==> src/rtl/rtclock_pps_gen.sv <==
`default_nettype none
// ============================================================================
// Module      : rtclock_pps_gen
// Description : PPS pulse generator driven by rtclock sec/nsec time. It
//               supports an armed start second, a period in whole seconds
//               and a pulse width in ns.
// Revision    : 1.0 - initial release
// ============================================================================
module rtclock_pps_gen #(
    parameter int C_CLK_TO_NS_RATIO = 8,
    parameter int C_PERIOD_W        = 16
) (
    input  logic                  clk,
    input  logic                  rst,
    input  logic [47:0]           sec,
    input  logic [29:0]           nsec,
    input  logic                  en,
    input  logic                  start_valid,
    input  logic [47:0]           start_sec,
    input  logic [C_PERIOD_W-1:0] period_sec,
    input  logic [29:0]           width_ns,
    output logic                  pps,
    output logic [47:0]           pps_sec,
    output logic [31:0]           pps_count,
    output logic                  armed,
    output logic                  err_missed,
    output logic                  err_overlap
);

    localparam logic [29:0] c_wid_max = 30'd999_999_999;
    localparam logic [30:0] c_ratio   = 31'(C_CLK_TO_NS_RATIO);

    typedef enum logic [1:0] {
        S_IDLE  = 2'd0,
        S_ARMED = 2'd1,
        S_PULSE = 2'd2
    } state_t;

    state_t      r_state, w_state_nxt;
    logic [47:0] r_sec_d;
    logic        r_sec_d_valid;
    logic [47:0] r_next_sec, w_next_sec_nxt;
    logic [30:0] r_cnt, w_cnt_nxt;
    logic        r_pps, w_pps_nxt;
    logic [47:0] r_pps_sec, w_pps_sec_nxt;
    logic [31:0] r_pps_count, w_pps_count_nxt;
    logic        r_err_missed, w_err_missed_nxt;
    logic        r_err_overlap, w_err_overlap_nxt;
    logic        w_restart;

    logic        w_tick;
    logic [47:0] w_per;
    logic [29:0] w_wid;
    logic [47:0] w_sched;
    logic        w_sec_eq;
    logic        w_sec_gt;
    logic        w_cnt_done;
    logic        w_unused_nsec;

    // nsec is carried for context only; second boundaries come from sec.
    assign w_unused_nsec = &{1'b0, nsec};

    // A tick is any change of sec, so time-set jumps in either direction count.
    assign w_tick     = r_sec_d_valid & (sec != r_sec_d);
    assign w_per      = (period_sec == '0) ? 48'd1 : 48'(period_sec);
    assign w_wid      = (width_ns > c_wid_max) ? c_wid_max : width_ns;
    assign w_sched    = sec + w_per;
    assign w_sec_eq   = (sec == r_next_sec);
    assign w_sec_gt   = (sec > r_next_sec);
    assign w_cnt_done = (r_cnt >= {1'b0, w_wid});

    always_ff @(posedge clk or posedge rst) begin
        if (rst) begin
            r_sec_d       <= '0;
            r_sec_d_valid <= 1'b0;
        end else begin
            r_sec_d       <= sec;
            r_sec_d_valid <= 1'b1;
        end
    end

    always_ff @(posedge clk or posedge rst) begin
        if (rst) begin
            r_state       <= S_IDLE;
            r_next_sec    <= '0;
            r_cnt         <= '0;
            r_pps         <= 1'b0;
            r_pps_sec     <= '0;
            r_pps_count   <= '0;
            r_err_missed  <= 1'b0;
            r_err_overlap <= 1'b0;
        end else begin
            r_state       <= w_state_nxt;
            r_next_sec    <= w_next_sec_nxt;
            r_cnt         <= w_cnt_nxt;
            r_pps         <= w_pps_nxt;
            r_pps_sec     <= w_pps_sec_nxt;
            r_pps_count   <= w_pps_count_nxt;
            r_err_missed  <= w_err_missed_nxt;
            r_err_overlap <= w_err_overlap_nxt;
        end
    end

    always_comb begin
        w_state_nxt       = r_state;
        w_next_sec_nxt    = r_next_sec;
        w_cnt_nxt         = r_cnt;
        w_pps_nxt         = r_pps;
        w_pps_sec_nxt     = r_pps_sec;
        w_pps_count_nxt   = r_pps_count;
        w_err_missed_nxt  = r_err_missed;
        w_err_overlap_nxt = r_err_overlap;
        w_restart         = 1'b0;

        if (!en) begin
            w_state_nxt = S_IDLE;
            w_pps_nxt   = 1'b0;
        end else begin
            case (r_state)
                S_IDLE: begin
                    w_pps_nxt = 1'b0;
                    if (start_valid) begin
                        w_state_nxt    = S_ARMED;
                        w_next_sec_nxt = start_sec;
                    end
                end
                S_ARMED, S_PULSE: begin
                    // A start strobe masks any tick in the same cycle.
                    if (start_valid) begin
                        w_next_sec_nxt = start_sec;
                    end else if (w_tick && w_sec_eq) begin
                        w_restart       = 1'b1;
                        w_state_nxt     = S_PULSE;
                        w_pps_nxt       = 1'b1;
                        w_cnt_nxt       = c_ratio;
                        w_pps_sec_nxt   = sec;
                        w_pps_count_nxt = r_pps_count + 32'd1;
                        w_next_sec_nxt  = w_sched;
                        if (r_state == S_PULSE) begin
                            w_err_overlap_nxt = 1'b1;
                        end
                    end else if (w_tick && w_sec_gt) begin
                        w_err_missed_nxt = 1'b1;
                        w_next_sec_nxt   = w_sched;
                    end

                    // Width timing runs unless the pulse was just restarted.
                    if (r_state == S_PULSE && !w_restart) begin
                        w_cnt_nxt = r_cnt + c_ratio;
                        if (w_cnt_done) begin
                            w_pps_nxt   = 1'b0;
                            w_state_nxt = S_ARMED;
                        end
                    end
                end
                default: begin
                    w_state_nxt = S_IDLE;
                    w_pps_nxt   = 1'b0;
                end
            endcase
        end
    end

    assign pps         = r_pps;
    assign pps_sec     = r_pps_sec;
    assign pps_count   = r_pps_count;
    assign armed       = (r_state != S_IDLE);
    assign err_missed  = r_err_missed;
    assign err_overlap = r_err_overlap;

endmodule
`default_nettype wire
==> config.mk <==
export PLATFORM = sky130hd
export DESIGN_NAME = rtclock_pps_gen
export DESIGN_NICKNAME = d
export VERILOG_FILES = /design/src/rtl/rtclock_pps_gen.sv
export SDC_FILE = /design/constraint.sdc
export NUM_CORES = 1
export LEC_CHECK = 0
export CAP_MARGIN = 20
export CORE_MARGIN = 1.5
export CORE_UTILIZATION = 45
export DETAILED_ROUTE_END_ITERATION = 7
export PLACE_DENSITY = 0.78
export SLEW_MARGIN = 20
export SYNTH_ARGS = -nofsm -noshare
export SYNTH_HDL_FRONTEND = slang
export SYNTH_SLANG_ARGS = --single-unit
==> constraint.sdc <==
create_clock -name clk -period 8.9 [get_ports clk]
set_input_delay 0.89 -clock clk [delete_from_list [all_inputs] [get_ports clk]]
set_output_delay 0.89 -clock clk [all_outputs]
set_load 0.03 [all_outputs]
==> results.json <==
{
  "status": "completed",
  "root_buffer": "clkbuf_16",
  "cpPeakStageDelay_ns": 0.83,
  "wl_met1_um": 14240,
  "syn_to_final_growth_pct": 26.63,
  "core-area_sq_mm": 0.02763,
  "post_cts_buffers": 0,
  "ys_seq_elements": 210,
  "power_mw": 2.738,
  "avgSynthCellArea_sq_um": 10.08,
  "synthFlopType": "dfrtp_1",
  "grt_usage_pct": 23.19,
  "grt_pass1_wl_um": 53410,
  "die_w_um": 170.3,
  "syn_area_sq_mm": 0.01259,
  "power.switching_mw": 0.7993,
  "p_comb_share_pct": 24.0,
  "crit_fanout": 22,
  "antenna_found_initial": 2,
  "min_period_over_period_pct": 54.11,
  "holdBufCountCts": 0,
  "fp.dieH_um": 170.3,
  "yosysWarningCount": 0,
  "tightest_slew_ns": 1.059,
  "met3WireLength_um": 2029,
  "grt_max_degree": 145,
  "whs_ns": 0.4569,
  "drc": 0,
  "htreeDepth": 1,
  "fin_setup_tns_ns": 0,
  "pin_count": 260,
  "syn_nets": 1522,
  "dr.pass1.iters": 5,
  "avgViaCountPerCell": 5.555,
  "crit_type": "primary input to register",
  "hp-class": "register to register",
  "design_area_sq_mm": 0.01595,
  "worst_path_max_delay_cell": "a21oi_2",
  "leakage_nw": 7.412,
  "overflow": 0,
  "synthCells": 1249,
  "critPathLaunchType": "primary input",
  "rr_worst_depth": 11,
  "dp_hpwl_um": 24500,
  "wl_met2_um": 16270,
  "ys_seq_area_share_pct": 41.72,
  "final_core_util_pct": 57.73,
  "tritoncts": "yes",
  "routabilityCongestion": 0.8788,
  "cts_buffer_depth": 3,
  "layout-drive-gt1-share_pct": 10.01,
  "swShare_pct": 29.19,
  "dp.cells": 1804,
  "place_area_sq_mm": 0.01516,
  "critPathCaptureType": "register",
  "report.final.slew_viol_count": 0,
  "ant_nets": 0,
  "die_area_sq_mm": 0.02900,
  "nets": 1725,
  "ys_types": 68,
  "max_freq_mhz": 207.7,
  "postSynth.asyncResetShare_pct": 100.0,
  "pwr-share-seq_pct": 40.2,
  "post-place-ws_ns": 3.653,
  "vias": 10260,
  "p_int_mw": 1.939,
  "slew_headroom_pct": 28.75,
  "num-fill-cells": 2374,
  "rows": 61,
  "clock_latency_ns": 0.52,
  "cts_made_buffers": 24,
  "rsz0062_at_grt": "false",
  "setup_viol": 0,
  "drtIter0Drc": 549,
  "start_util_pct": 45.58,
  "setup_slack_ns": 4.084,
  "hold_violations": 0,
  "reg2reg_slack_ns": 5.22,
  "final.setup_skew_ns": 0.01050,
  "clock-sinks": 210,
  "stdcell_count": 1847,
  "clock_power_share_pct": 35.8,
  "wl_per_cell_um": 18.22,
  "cap_violations": 0,
  "grt_pass1_vias": 10370,
  "worstPathCellList": "clkdlybuf4s50_1 -> nor4_1 -> a41o_1 -> ha_1 -> inv_1 -> fa_1 -> nor2b_1 -> o31ai_1 -> a211oi_1 -> o21bai_1 -> buf_4 -> a21oi_2 -> a21oi_1 -> a221o_1 -> mux2_2",
  "layout_min_cycle_time_ns": 4.816,
  "clk_pin_slew_ns": 0.06,
  "top_layer_used": "met5",
  "hold_depth": 1,
  "cp_data_arrival_time_ns": 5.22,
  "ctsResizeCount": 0,
  "p_per_area_mw_per_mm2": 171.7,
  "portBuffers": 229,
  "vdd_ir_drop_max_mv": 0.1368,
  "cp.required_ns": 9.30,
  "drt-total-wl_um": 33650,
  "synth_edf_count": 0
}
-- registers in the layout, indices dropped and copies added, names as in the netlist --
signal / flops
pps_sec: 48
r_cnt: 28
r_sec_d_valid: 1
r_next_sec: 48
err_missed: 1
pps_count: 32
err_overlap: 1
r_state: 2
pps: 1
r_sec_d: 48
-- area by class of cell --
| cell class | instances | area (sq um) | area share [%] |
|---|---|---|---|
| multi-input combinational | 911 | 6815 | 42.73 |
| tap | 378 | 473.0 | 2.965 |
| clock buffer | 33 | 695.7 | 4.362 |
| timing repair buffer | 237 | 2352 | 14.75 |
| antenna | 1 | 2.502 | 0.01569 |
| inverter | 68 | 267.8 | 1.679 |
| clock inverter | 9 | 87.58 | 0.5492 |
| sequential | 210 | 5255 | 32.95 |
-- Yosys cell counts (9+ instances only) --
cell      count  share of area (%)
a21o_1       30                1.8
a21oi_1      48                1.9
a221oi_1      9               0.63
a31oi_1      19               0.94
and2_1       10               0.50
and3_1       25                1.2
and4_1       16                1.1
buf_2        14               0.56
clkbuf_1     38                1.1
dfrtp_1     210                 42
ha_1         96                9.5
inv_1        68                2.0
mux2_2       77                6.9
mux2i_1      15                1.2
nand2_1      73                2.2
nand3_1      43                1.7
nand4_1      42                2.1
nor2_1      103                3.1
nor2b_1       9               0.45
nor3_1       16               0.64
nor4_1       19               0.94
o21ai_0      38                1.5
or3_1        12               0.60
xnor2_1      36                2.5
xor2_1       86                6.0
-- routing by layer --
layer / track usage, % / up-vias
met5: 0 / -
met4: 8.388 / 2
met3: 4.953 / 83
met2: 39.67 / 330
met1: 28.82 / 4969
li1: - / 4877
-- cell families after synthesis --
| family | after synthesis | synth area share (%) |
|---|---|---|
| XOR/XNOR | 122 | 8.484 |
| adder cells (fa/ha/maj) | 97 | 9.696 |
| AO/OA/AOI/OAI | 203 | 10.88 |
| AND/OR/NAND/NOR | 390 | 16.07 |
| buffers and inverters | 128 | 4.321 |
| multiplexers | 98 | 8.792 |
| flip-flops | 210 | 41.72 |
| other | 1 | 0.02977 |
-- power by group through the flow --
stage	Clock [mW]	Combinational (mW)	Sequential [mW]
final	0.981	0.656	1.10
after global routing	1.04	0.735	1.11
after CTS	1.00	0.657	1.10
after detailed placement	0	0.650	1.12
after global placement	0	0.620	1.11
after floorplan	0	0.434	1.11
-- worst max-delay path: cells and delay by family --
| family | cells | cell delay (ns) |
|---|---|---|
| compound gates | 7 | 2.19 |
| buf+inv | 3 | 0.73 |
| fa+ha+maj | 2 | 0.58 |
| simple gates | 2 | 0.57 |
| mux | 1 | 0.25 |
-- final timing paths --
path | to | from
max in group asynchronous | pps_count[31] | rst
worst max-delay path | r_next_sec[20] | period_sec[1]
worst min register to register | err_overlap | err_overlap
worst min-delay path | err_overlap | err_overlap
min in group asynchronous | pps_sec[44] | rst
worst max register to register | r_cnt[20] | r_next_sec[29]
-- placed cells by master (no fill, tap or decap), types with 10 or more instances in the layout --
master / n
nand2_1: 73
xor2_1: 86
or3_1: 12
nand4_1: 42
a21o_1: 30
and4_1: 16
nand3_1: 43
mux2_2: 77
a21oi_1: 47
inv_1: 67
and2_1: 10
nor4_1: 19
a31oi_1: 19
clkbuf_16: 25
and3_1: 25
dfrtp_1: 210
ha_1: 96
xnor2_1: 36
mux2i_1: 15
nor3_1: 16
clkdlybuf4s50_1: 229
nor2_1: 103
o21ai_0: 38
Note: power is estimated with default switching activity, not from simulation.
